$ cat config.mk
export PLATFORM = sky130hd
export DESIGN_NAME = instr_fetch_arbiter
export DESIGN_NICKNAME = d
export VERILOG_FILES = /design/src/rtl/instr_fetch_arbiter_pkg.sv /design/src/rtl/instr_fetch_arbiter_tag_fifo.sv /design/src/rtl/instr_fetch_arbiter.sv
export SDC_FILE = /design/constraint.sdc
export NUM_CORES = 1
export LEC_CHECK = 0
export CAP_MARGIN = 20
export CORE_UTILIZATION = 34
export DETAILED_ROUTE_END_ITERATION = 6
export GPL_ROUTABILITY_DRIVEN = 0
export PLACE_DENSITY = 0.89
export SYNTH_ARGS = -nofsm -noshare
export SYNTH_HDL_FRONTEND = slang
export SYNTH_SLANG_ARGS = --single-unit
$ cat constraint.sdc
create_clock -name clk_i -period 4.25 [get_ports clk_i]
set_input_delay 0.85 -clock clk_i [delete_from_list [all_inputs] [get_ports clk_i]]
set_output_delay 0.85 -clock clk_i [all_outputs]
set_load 0.01 [all_outputs]
$ cat src/rtl/instr_fetch_arbiter_pkg.sv
// Shared definitions for the instruction-fetch arbiter: channel ID sizing and
// the registered response packet routed back to a core.
package instr_fetch_arbiter_pkg;

  localparam int MAX_CORES  = 16;
  localparam int MAX_ID_W   = 4;
  localparam int MAX_DATA_W = 64;

  // Channel ID width for n cores; a single core still gets a 1-bit ID.
  function automatic int id_width(input int n);
    return (n <= 2) ? 1 : $clog2(n);
  endfunction

  typedef struct packed {
    logic [MAX_ID_W-1:0]   id;
    logic [MAX_DATA_W-1:0] data;
  } rsp_pkt_t;

endpackage

$ cat src/rtl/instr_fetch_arbiter_tag_fifo.sv
// In-order FIFO of channel IDs for memory requests still awaiting a response.
// Depth must be a power of two so the pointers wrap naturally.
module tag_fifo #(
  parameter int width_p = 1,
  parameter int depth_p = 4
) (
  input  logic                     clk_i,
  input  logic                     reset_i,
  input  logic                     push_i,
  input  logic [width_p-1:0]       data_i,
  input  logic                     pop_i,
  output logic [width_p-1:0]       data_o,
  output logic                     full_o,
  output logic                     empty_o,
  output logic [$clog2(depth_p):0] count_o
);

  localparam int PtrW = $clog2(depth_p);

  logic [width_p-1:0] r_mem [depth_p];
  logic [PtrW-1:0]    r_wr_ptr;
  logic [PtrW-1:0]    r_rd_ptr;
  logic [PtrW:0]      r_count;
  logic               w_push;
  logic               w_pop;

  assign full_o  = (r_count == (PtrW+1)'(depth_p));
  assign empty_o = (r_count == '0);
  assign count_o = r_count;
  assign data_o  = r_mem[r_rd_ptr];
  assign w_push  = push_i & ~full_o;
  assign w_pop   = pop_i & ~empty_o;

  always_ff @(posedge clk_i) begin
    if (reset_i) begin
      r_wr_ptr <= '0;
      r_rd_ptr <= '0;
      r_count  <= '0;
    end else begin
      if (w_push) r_wr_ptr <= r_wr_ptr + PtrW'(1);
      if (w_pop)  r_rd_ptr <= r_rd_ptr + PtrW'(1);
      case ({w_push, w_pop})
        2'b10:   r_count <= r_count + (PtrW+1)'(1);
        2'b01:   r_count <= r_count - (PtrW+1)'(1);
        default: r_count <= r_count;
      endcase
    end
  end

  always_ff @(posedge clk_i) begin
    if (w_push) r_mem[r_wr_ptr] <= data_i;
  end

endmodule

$ cat src/rtl/instr_fetch_arbiter.sv
// Round-robin arbiter sharing one in-order instruction memory between cores,
// with a tag FIFO that routes each response back to the requesting core.
module instr_fetch_arbiter
  import instr_fetch_arbiter_pkg::*;
#(
  parameter int num_cores_p       = 2,
  parameter int max_outstanding_p = 4,
  parameter int data_width_p      = 32
) (
  input  logic                                      clk_i,
  input  logic                                      reset_i,
  input  logic [num_cores_p-1:0]                    core_valid_i,
  output logic [num_cores_p-1:0]                    core_ready_o,
  input  logic [num_cores_p-1:0][31:0]              core_addr_i,
  output logic [num_cores_p-1:0]                    core_valid_o,
  output logic [num_cores_p-1:0][data_width_p-1:0]  core_rdata_o,
  output logic                                      mem_valid_o,
  input  logic                                      mem_ready_i,
  output logic [31:0]                               mem_addr_o,
  input  logic                                      mem_valid_i,
  input  logic [data_width_p-1:0]                   mem_rdata_i,
  output logic [$clog2(max_outstanding_p):0]        outstanding_o,
  output logic                                      err_o
);

  localparam int IdW = id_width(num_cores_p);

  logic [IdW-1:0] r_rr_ptr;
  logic           r_locked;
  logic [IdW-1:0] r_lock_id;
  logic           r_err;
  logic           r_rsp_valid;
  rsp_pkt_t       r_rsp;

  logic [IdW-1:0] w_hi_id, w_lo_id, w_pick, w_grant, w_rr_next, w_head;
  logic           w_hi_found, w_lo_found;
  logic           w_full, w_empty, w_hs, w_pop;

  // Lowest requester at or above rr_ptr wins; otherwise the lowest below it.
  always_comb begin
    w_hi_id    = '0;
    w_lo_id    = '0;
    w_hi_found = 1'b0;
    w_lo_found = 1'b0;
    for (int c = num_cores_p - 1; c >= 0; c--) begin
      if (core_valid_i[c]) begin
        if (IdW'(c) >= r_rr_ptr) begin
          w_hi_id    = IdW'(c);
          w_hi_found = 1'b1;
        end else begin
          w_lo_id    = IdW'(c);
          w_lo_found = 1'b1;
        end
      end
    end
    w_pick = w_hi_found ? w_hi_id : (w_lo_found ? w_lo_id : r_rr_ptr);
  end

  // Handshakes: a memory request transfers when mem_valid_o & mem_ready_i in
  // the same cycle, and that is the same cycle core_valid_i & core_ready_o of
  // the granted channel. Once valid is offered without ready the grant is
  // locked until the transfer; responses are strobes with no back-pressure.
  assign w_grant     = r_locked ? r_lock_id : w_pick;
  assign mem_valid_o = ~reset_i & (r_locked | (|core_valid_i)) & ~w_full;
  assign w_hs        = mem_valid_o & mem_ready_i;
  assign w_rr_next   = (w_grant == IdW'(num_cores_p - 1)) ? '0 : w_grant + IdW'(1);
  assign w_pop       = mem_valid_i & ~w_empty;
  assign err_o       = r_err;

  always_comb begin
    mem_addr_o   = '0;
    core_ready_o = '0;
    for (int c = 0; c < num_cores_p; c++) begin
      if (IdW'(c) == w_grant) begin
        mem_addr_o      = core_addr_i[c];
        core_ready_o[c] = mem_ready_i & ~w_full & ~reset_i;
      end
    end
  end

  always_comb begin
    for (int c = 0; c < num_cores_p; c++) begin
      core_valid_o[c] = r_rsp_valid & (r_rsp.id == MAX_ID_W'(c));
      core_rdata_o[c] = data_width_p'(r_rsp.data);
    end
  end

  always_ff @(posedge clk_i) begin
    if (reset_i) begin
      r_rr_ptr    <= '0;
      r_locked    <= 1'b0;
      r_lock_id   <= '0;
      r_err       <= 1'b0;
      r_rsp_valid <= 1'b0;
    end else begin
      if (w_hs) r_rr_ptr <= w_rr_next;
      r_locked    <= mem_valid_o & ~mem_ready_i;
      r_lock_id   <= w_grant;
      r_rsp_valid <= w_pop;
      if (mem_valid_i & w_empty) r_err <= 1'b1;
    end
  end

  always_ff @(posedge clk_i) begin
    if (w_pop) begin
      r_rsp.id   <= MAX_ID_W'(w_head);
      r_rsp.data <= MAX_DATA_W'(mem_rdata_i);
    end
  end

  tag_fifo #(
    .width_p (IdW),
    .depth_p (max_outstanding_p)
  ) u_tag_fifo (
    .clk_i   (clk_i),
    .reset_i (reset_i),
    .push_i  (w_hs),
    .data_i  (w_grant),
    .pop_i   (w_pop),
    .data_o  (w_head),
    .full_o  (w_full),
    .empty_o (w_empty),
    .count_o (outstanding_o)
  );

endmodule

### Yosys cells after proc, flatten, opt, wreduce, memory -nomap -nowiden

Memories as Yosys holds them, arrays and structs flattened. A register that Yosys moved wholly into a read port is not among the register bits.
Cells that the tools add are included.

| storage, ports and cells | value |
|---|---|
| memory bits (writable) | 4 |
| bits of input ports | 102 |
| output and inout port bits | 105 |
| memories kept | 1 |
| register bits after elaboration | 44 |

| cells by class | value |
|---|---|
| $lt $le $gt $ge | 2 |
| reductions and logical operators | 4 |
| bitwise operators | 17 |
| multiplexer cells | 22 |
| add/sub/neg operators | 5 |
| eq/ne operators | 3 |

Memory list:

| name | words | bits a word | read ports | clocked after memory_dff | write ports | line | RTL |
|---|---|---|---|---|---|---|---|
| u_tag_fifo.r_mem | 4 | 1 | 1 | 1 | 1 | instr_fetch_arbiter_tag_fifo.sv:20 | `logic [width_p-1:0] r_mem [depth_p];` |

Operator list:

| cell | number |
|---|---|
| $mux 32 | 1 |
| $mux 1 | 20 |
| $and 1x1->1 | 12 |
| $pmux 3 s2 | 1 |
| $add 2x1->2 const B | 2 |
| $logic_not 4->1 | 1 |
| $not 1->1 | 4 |
| $add 3x1->3 const B | 1 |
| $eq 3x3->1 const B | 1 |
| $logic_not 3->1 | 1 |
| $sub 3x1->3 const B | 1 |
| $eq 2x1->1 const B | 1 |
| $eq 2x2->1 const B | 1 |
| $ge 1x1->1 const A | 2 |
| $reduce_bool 2->1 | 1 |
| $reduce_or 2->1 | 1 |
| $add 1x1->1 const B | 1 |
| $or 1x1->1 | 1 |

### Depth between registers and ports, before layout

Gate-level depths: netlist of the first run.

| depth | value |
|---|---|
| word-level depth | 10 |
| gate-level depth with buffers | 9 |
| depth with buffers taken out | 9 |

### By module

Synthesis of the first run repeated with hierarchy kept, for this count alone.

| second synthesis, totals | value |
|---|---|
| cells, all modules | 220 |
| area total of the unflattened synthesis | 2,813.9 um^2 |

By module, submodules not included:

| module | instances | sequential area each (um^2) | area an instance (um^2) | cells an instance |
|---|---|---|---|---|
| instr_fetch_arbiter | 1 | 1,091.0 | 2,195.9 | 161 |
| tag_fifo | 1 | 300.3 | 618.1 | 59 |

### Worst setup path before layout of the first run

OpenSTA, ideal clock, no wires.

| timing path | value |
|---|---|
| path kind | input to register |
| from | in mem_valid_i |
| to | reg u_tag_fifo.r_count[2], in the netlist u_tag_fifo.count_o[2] |
| stages | 7 |
| arrival time | 3,133 ps |
| setup time | 71 ps |
| required time | 4,179 ps |
| path slack | 1,046 ps |
| cells stage by stage | o31a_1 > ha_1 > inv_1 > fa_1 > xor2_1 > or3_1 > a21oi_1 |

| between the ends | value |
|---|---|
| cells in the longest elaborated chain, start to end | 4 |
| elaborated cells between the ends (all ways) | 6 |
| those cells by class | eq/ne: 2; mux: 1; bitwise: 2; reduce/logical: 1 |

Ends and longest elaborated chain:

| item | line | RTL |
|---|---|---|
| from (decl) | instr_fetch_arbiter.sv:20 | `input logic mem_valid_i,` |
| $and 1x1->1 (*) | instr_fetch_arbiter.sv:67 | `assign w_pop = mem_valid_i & ~w_empty;` |
| $and 1x1->1 (*) | instr_fetch_arbiter_tag_fifo.sv:32 | `assign w_pop = pop_i & ~empty_o;` |
| $eq 2x1->1 / $eq 2x2->1 (equally long branches) | instr_fetch_arbiter_tag_fifo.sv:42 | `case ({w_push, w_pop})` |
| $pmux 3 s2 / $reduce_bool 2->1 (equally long branches) | - |  |
| to (signal assigned) | instr_fetch_arbiter_tag_fifo.sv:43 | `2'b10: r_count <= r_count + (PtrW+1)'(1);` |
| to (signal assigned) | instr_fetch_arbiter_tag_fifo.sv:44 | `2'b01: r_count <= r_count - (PtrW+1)'(1);` |
| to (signal assigned) | instr_fetch_arbiter_tag_fifo.sv:45 | `default: r_count <= r_count;` |
| to (decl) | instr_fetch_arbiter_tag_fifo.sv:23 | `logic [PtrW:0] r_count;` |

Mark *: on every way between the ends. The rest lies on a longest branch, timed or not.
A chain may end at the register's enable or synchronous reset.

### Final worst setup path of the first run

| timing path | value |
|---|---|
| from | in core_valid_i[0] |
| to | out mem_addr_o[6] |

| between the ends | value |
|---|---|
| cells in the longest elaborated chain, start to end | 5 |
| elaborated cells between the ends (all ways) | 8 |
| those cells by class | mux: 8 |

Ends and longest elaborated chain:

| item | line | RTL |
|---|---|---|
| from (decl) | instr_fetch_arbiter.sv:12 | `input logic [num_cores_p-1:0] core_valid_i,` |
| $mux 1 | instr_fetch_arbiter.sv:46 | `if (core_valid_i[c]) begin` |
| $mux 1 | instr_fetch_arbiter.sv:56 | `w_pick = w_hi_found ? w_hi_id : (w_lo_found ? w_lo_id : r_rr_ptr);` |
| $mux 1 (*) | instr_fetch_arbiter.sv:56 |  |
| $mux 1 (*) | instr_fetch_arbiter.sv:63 | `assign w_grant = r_locked ? r_lock_id : w_pick;` |
| $mux 32 (*) | instr_fetch_arbiter.sv:74 | `if (IdW'(c) == w_grant) begin` |
| to (decl) | instr_fetch_arbiter.sv:19 | `output logic [31:0] mem_addr_o,` |

Marked as above.

==> results by group, run 1 <==
Status
  • Outcome: finished clean

Timing
  • TNS Setup: 0 ps
  • Slew Limit Fails: 0
  • Post-route clock skew: 8.50 ps
  • Max Clk Rate: 0.254 GHz
  • RSZ-0062 raised after global routing: no
  • Worst slew pin tran: 565 ps
  • Worst hold slack: 488 ps
  • Final worst setup slack: 318 ps
  • Final Hold Vio Count: 0
  • Period utilisation layout: 92.5%
  • Min Clock Period, post-route: 3930 ps
  • Final Setup Violations: 0
  • Rel. slew slack: 62.3%

Placement
  • IO buf count: 206
  • Placed instance area: 4360 sq um
  • DPL Wire Length: 5680 um
  • Placement Setup Slack: 288 ps

Pwr
  • Register share of total power: 39.6%
  • Maximum VDD drop: 0.124 mV
  • Switching part of the total: 30.2%
  • P_int: 1230 uW
  • Final total power: 1760 uW
  • Clk pwr share: 15.8%
  • Cell area power density: 395 nW/um^2
  • Sw power: 531 uW
  • Comb pwr share: 44.5%
  • P_leak: 0.00160 uW

Critical path
  • Setup Crit Path Kind: in2out
  • CP arrival: 3080 ps
  • Worst Path Required: 3400 ps
  • Worst Setup Start Kind: input pin
  • CP Capture Type: output port
  • Crit Path Max Fanout: 32

Synthesis
  • Synth area leader: edfxtp_1
  • Seq cells post-synth: 49
  • Synthesized area: 2660 sq um
  • XOR/XNOR Fraction of Synth Area: 1.65%
  • Most numerous cell in the Yosys netlist: buf_4
  • Cells after Synth: 208
  • Main combinational cell family by area after synthesis: buffers and inverters
  • Commonest register cell after synthesis: edfxtp_1
  • Most common library cells after synthesis: buf_4 (64), edfxtp_1 (37), mux2_2 (30)
  • Adder-cell share of the synthesized area: 3.53%
  • Synth cell types: 29
  • Syn Nets: 316
  • Number of flops mapped to enable cells by yosys: 37
  • Ys async rst share: 0%
  • Mux cell area share after synthesis: 15.2%
  • Post-synthesis compound-gate area fraction: 2.96%
  • Avg Cell Area, Syn: 12.8 sq um
  • Leading post-synthesis cells by cell area: edfxtp_1 (42%), buf_4 (18%), mux2_2 (13%)
  • Simple-Gate Fraction of Synth Area: 5.08%
  • Yosys warning count: 0
  • Register area share after synthesis: 50.8%
  • Yosys top cell area share: 41.8%

Clock tree
  • Cts bufs inserted: 5
  • Setup Fix Bufs, Post-CTS: 0
  • Root buffer cell: clkbuf_8
  • Clock sinks: 49
  • CTS Hold Buffers Added: 0
  • CTS tree: built
  • H-tree levels: 2
  • Clock Latency Late Sink: 300 ps
  • Clock-pin slew on the worst setup and hold paths: 90 ps
  • Post-cts repair resize count: 0
  • Clock Path Buffers: 2

Final layout
  • Layout area overhead: 67.6%
  • FF/Latch Area: 1350 sq um
  • Area occupied by multi-input gates: 758 sq um
  • Final instance area: 4460 sq um
  • Share of post-route cells with drive strength above 1: 12.9%
  • Fill cells: 571
  • Diodes inserted: 0
  • Final net count: 464

Route
  • Total wire length: 6540 um
  • Pre-Repair DR Iteration Count: 4
  • Residual DRC: 0
  • Antenna Nets Post-Route: 0
  • Avg WL per Cell: 14.3 um
  • Via density per instance: 4.34
  • Via count: 1981
  • Initial DRC count: 31

Floorplanning
  • Die Ht: 90.5 um
  • FP Rows: 31
  • Die X: 90.5 um
  • Initial cell density of the core: 35.9%
  • I/O pin count: 207
  • Die area: 8180 sq um
  • Core Box Area: 7410 sq um

Worst hold path
  • HP Class: reg2reg

Global routing
  • Largest net degree at the start of global routing: 37
  • Antenna violations before repair: 0
  • First-pass GRT wire length: 9850 um
  • Gr ovfl total: 0
  • Gr usage total: 15.6%
  • Vias in the first global route: 2030

Run
  • Max-Cap Viols: 0
[power groups by stage]
| stage | Combinational [uW] | Clock (uW) | Sequential, uW |
|---|---|---|---|
| 2_1_floorplan | 465 | 0 | 703 |
| 3_3_place_gp | 766 | 0 | 706 |
| 3_5_place_dp | 789 | 0 | 712 |
| 4_1_cts | 792 | 286 | 701 |
| 5_1_grt | 830 | 304 | 712 |
| 6_report | 784 | 279 | 698 |
[worst paths after layout]
path	startpoint	to	slack, ps	cells after the start
min	err_o	err_o	490	2
max	core_valid_i[0]	mem_addr_o[6]	320	7
max reg2reg	u_tag_fifo.count_o[0]	u_tag_fifo.count_o[2]	1780	9
min reg2reg	err_o	err_o	490	2
[worst max-delay path, cell delays in order]
cell and delay, ps:
clkdlybuf4s50_1 480, inv_1 50, maj3_2 320, mux2i_4 250, buf_12 240, mux2_2 370
clkdlybuf4s50_1 510
[final cells by class]
type / count / share of cell area, %
Sequential cell: 49 / 30.3
Tap cell: 99 / 2.78
Multi-Input combinational cell: 82 / 17.0
Inverter: 9 / 0.758
Clock inverter: 3 / 0.589
Timing Repair Buffer: 209 / 47.0
Clock buffer: 5 / 1.54
[routing by layer]
metal | vias to the layer above | routed length [um] | share of wire [%] | track usage (%)
met5 | - | 0 | 0 | 0
li1 | 946 | - | - | -
met4 | 0 | 152 | 2.3 | 5.65
met3 | 15 | 578 | 8.8 | 4.88
met2 | 143 | 3660 | 56 | 31.7
met1 | 877 | 2150 | 33 | 14.1
[per-stage QoR]
step,utilization (%),cells
5_1_grt,60.2,456
6_report,60.2,456
4_1_cts,60.2,456
3_3_place_gp,58.9,448
2_1_floorplan,-,208
3_5_place_dp,58.9,448
[state kept, by name (all words and copies together), names as in the netlist, 2 cells and up]
register / flops
u_tag_fifo.r_mem: 4
u_tag_fifo.r_rd_ptr: 2
u_tag_fifo.count_o: 3
u_tag_fifo.r_wr_ptr: 2
core_rdata_o: 32
[logic make-up (layout without fill, tap and decap cells)]
family                   Yosys count  in the layout
multiplexers                      34             34
XOR/XNOR                           5              5
AND/OR/NAND/NOR                   27             27
buffers and inverters             77            226
flip-flops                        49             49
AO/OA/AOI/OAI                      9              9
adder cells (fa/ha/maj)            7              7
[cell usage in the layout, fill, tap and decap left out, drive strengths merged]
cell / netlist / final
clkdlybuf4s50: 0 / 206
edfxtp: 37 / 37
mux2: 32 / 32
dfxtp: 12 / 12
inv: 9 / 10
nor2: 9 / 9
and2: 6 / 6
ha: 5 / 5
clkbuf: 1 / 5
nand2: 4 / 4
nor3: 3 / 3
a21oi: 3 / 3
xor2: 3 / 3
buf: 67 / 3
nor2b: 2 / 2
nor3b: 2 / 2
xnor2: 2 / 2
clkinvlp: 0 / 2
o31a: 1 / 1
maj3: 1 / 1
mux2i: 1 / 1
a2111oi: 1 / 1
mux4: 1 / 1
a211oi: 1 / 1
a21o: 1 / 1
o21ai: 1 / 1
or3: 1 / 1
o31ai: 1 / 1
fa: 1 / 1
Note: power is estimated with default switching activity, not from simulation.
==> inputs of run 2 (changes only) <==
CORE_UTILIZATION = 33   (was 34)
PLACE_DENSITY = 0.87   (was 0.89)
==> results by group, run 2 (same netlist as run 1, synthesis figures left out) <==
Critical path
  • CP cell instances: clkdlybuf4s50_1, inv_1, maj3_2, mux2i_4, buf_4, mux2_2, clkdlybuf4s50_1
  • CP arrival: 3010 ps
  • CP dominant cell by count: clkdlybuf4s50_1
  • CP Buf/Inv Count: 4
  • Setup Crit Path Kind: in2out
  • Crit Path Max Fanout: 21
  • CP Capture Type: output port
  • Worst Path Required: 3400 ps
  • Slowest stage cell, crit path: clkdlybuf4s50_1
  • CP delay by family, top: buffers and inverters
  • Worst Setup Start Kind: input pin
  • Delay of the slowest critical-path stage: 490 ps

Route
  • Initial DRC count: 21
  • Via density per instance: 4.41
  • Total wire length: 6260 um
  • Via count: 2028
  • Avg WL per Cell: 13.6 um
  • Residual DRC: 0
  • Pre-Repair DR Iteration Count: 4
  • Antenna Nets Post-Route: 0

Floorplanning
  • Core Box Area: 7770 sq um
  • Die Ht: 91.8 um
  • Die area: 8420 sq um
  • I/O pin count: 207
  • Initial cell density of the core: 34.2%
  • FP Rows: 32
  • Die X: 91.8 um

Timing
  • Rel. slew slack: 61.1%
  • Max Clk Rate: 0.259 GHz
  • Post-route clock skew: 8.75 ps
  • Slew Limit Fails: 0
  • Worst slew pin tran: 583 ps
  • Worst hold slack: 493 ps
  • RSZ-0062 raised after global routing: no
  • TNS Setup: 0 ps
  • Final Setup Violations: 0
  • Final Hold Vio Count: 0
  • Period utilisation layout: 90.8%
  • Min Clock Period, post-route: 3860 ps
  • Final worst setup slack: 391 ps

Run
  • Max-Cap Viols: 0

Global routing
  • First-pass GRT wire length: 9780 um
  • Vias in the first global route: 2073
  • Gr ovfl total: 0
  • Largest net degree at the start of global routing: 37
  • Gr usage total: 15.0%
  • Antenna violations before repair: 0

Clock tree
  • CTS Hold Buffers Added: 0
  • Clock-pin slew on the worst setup and hold paths: 90 ps
  • Setup Fix Bufs, Post-CTS: 0
  • Clock Latency Late Sink: 300 ps
  • Clock Path Buffers: 2
  • H-tree levels: 2
  • CTS tree: built
  • Root buffer cell: clkbuf_8
  • Cts bufs inserted: 5
  • Post-cts repair resize count: 0
  • Clock sinks: 49

Placement
  • Placement Setup Slack: 378 ps
  • DPL Wire Length: 5240 um
  • IO buf count: 206
  • Placed instance area: 4360 sq um

Final layout
  • Layout area overhead: 67.6%
  • Final instance area: 4460 sq um
  • Diodes inserted: 0
  • Most frequent cells in the layout: clkdlybuf4s50_1 (206), edfxtp_1 (37), mux2_2 (30), dfxtp_1 (12)
  • Commonest non-fill, non-tap cell in the layout: clkdlybuf4s50_1
  • Number of flip-flops in the largest register: 32
  • Share of post-route cells with drive strength above 1: 13.1%
  • Final net count: 465

Pwr
  • P_leak: 0.00160 uW
  • Cell area power density: 394 nW/um^2
  • Maximum VDD drop: 0.173 mV
  • Final total power: 1760 uW

Worst hold path
  • HP Class: reg2reg

Status
  • Outcome: finished clean
-- run 2: cell count changes in the layout (fill, tap and decap cells not counted) --
cell | previous run | this run
buf_4 | 2 | 4
buf_12 | 1 | 0
-- run 2: area by class of cell --
cell class / count / area, sq um
clock buffers: 5 / 68.8
clock inverters: 3 / 26.3
fillers: 632 / 3310
inverters: 9 / 33.8
multi-input cells: 82 / 758
flip-flops and latches: 49 / 1350
well taps: 102 / 128
repair buffers: 210 / 2090
-- run 2: tightest hold or removal path: stages, from the launching register on --
cell and delay (ps):
dfxtp_1 350, a21oi_1 50, nor2_1 70
-- run 2: metal layers --
metal	global-route usage (%)	share of wire, %
met1	14.9	34
met2	29.6	54
met3	4.23	10
met4	5.21	1.9
met5	0	0
-- run 2: final timing paths --
kind,end,from,slack [ps],depth (start not counted)
max,mem_addr_o[17],core_valid_i[0],390,7
min,err_o,err_o,490,2
max reg2reg,u_tag_fifo.count_o[2],u_tag_fifo.count_o[0],1870,9
min reg2reg,err_o,err_o,490,2
-- run 2: power breakdown --
group / leakage [uW] / switching (uW) / internal (uW)
clock network: 0.0000423 / 162 / 120
registers: 0.000438 / 62.6 / 638
logic: 0.00112 / 304 / 470
total: 0.00160 / 528 / 1230
-- run 2: through the flow --
stage,cells,util [%]
CTS,460,57.4
floorplan,208,-
global route,460,57.4
finish,460,57.4
detailed placement,452,56.2
global placement,452,56.2
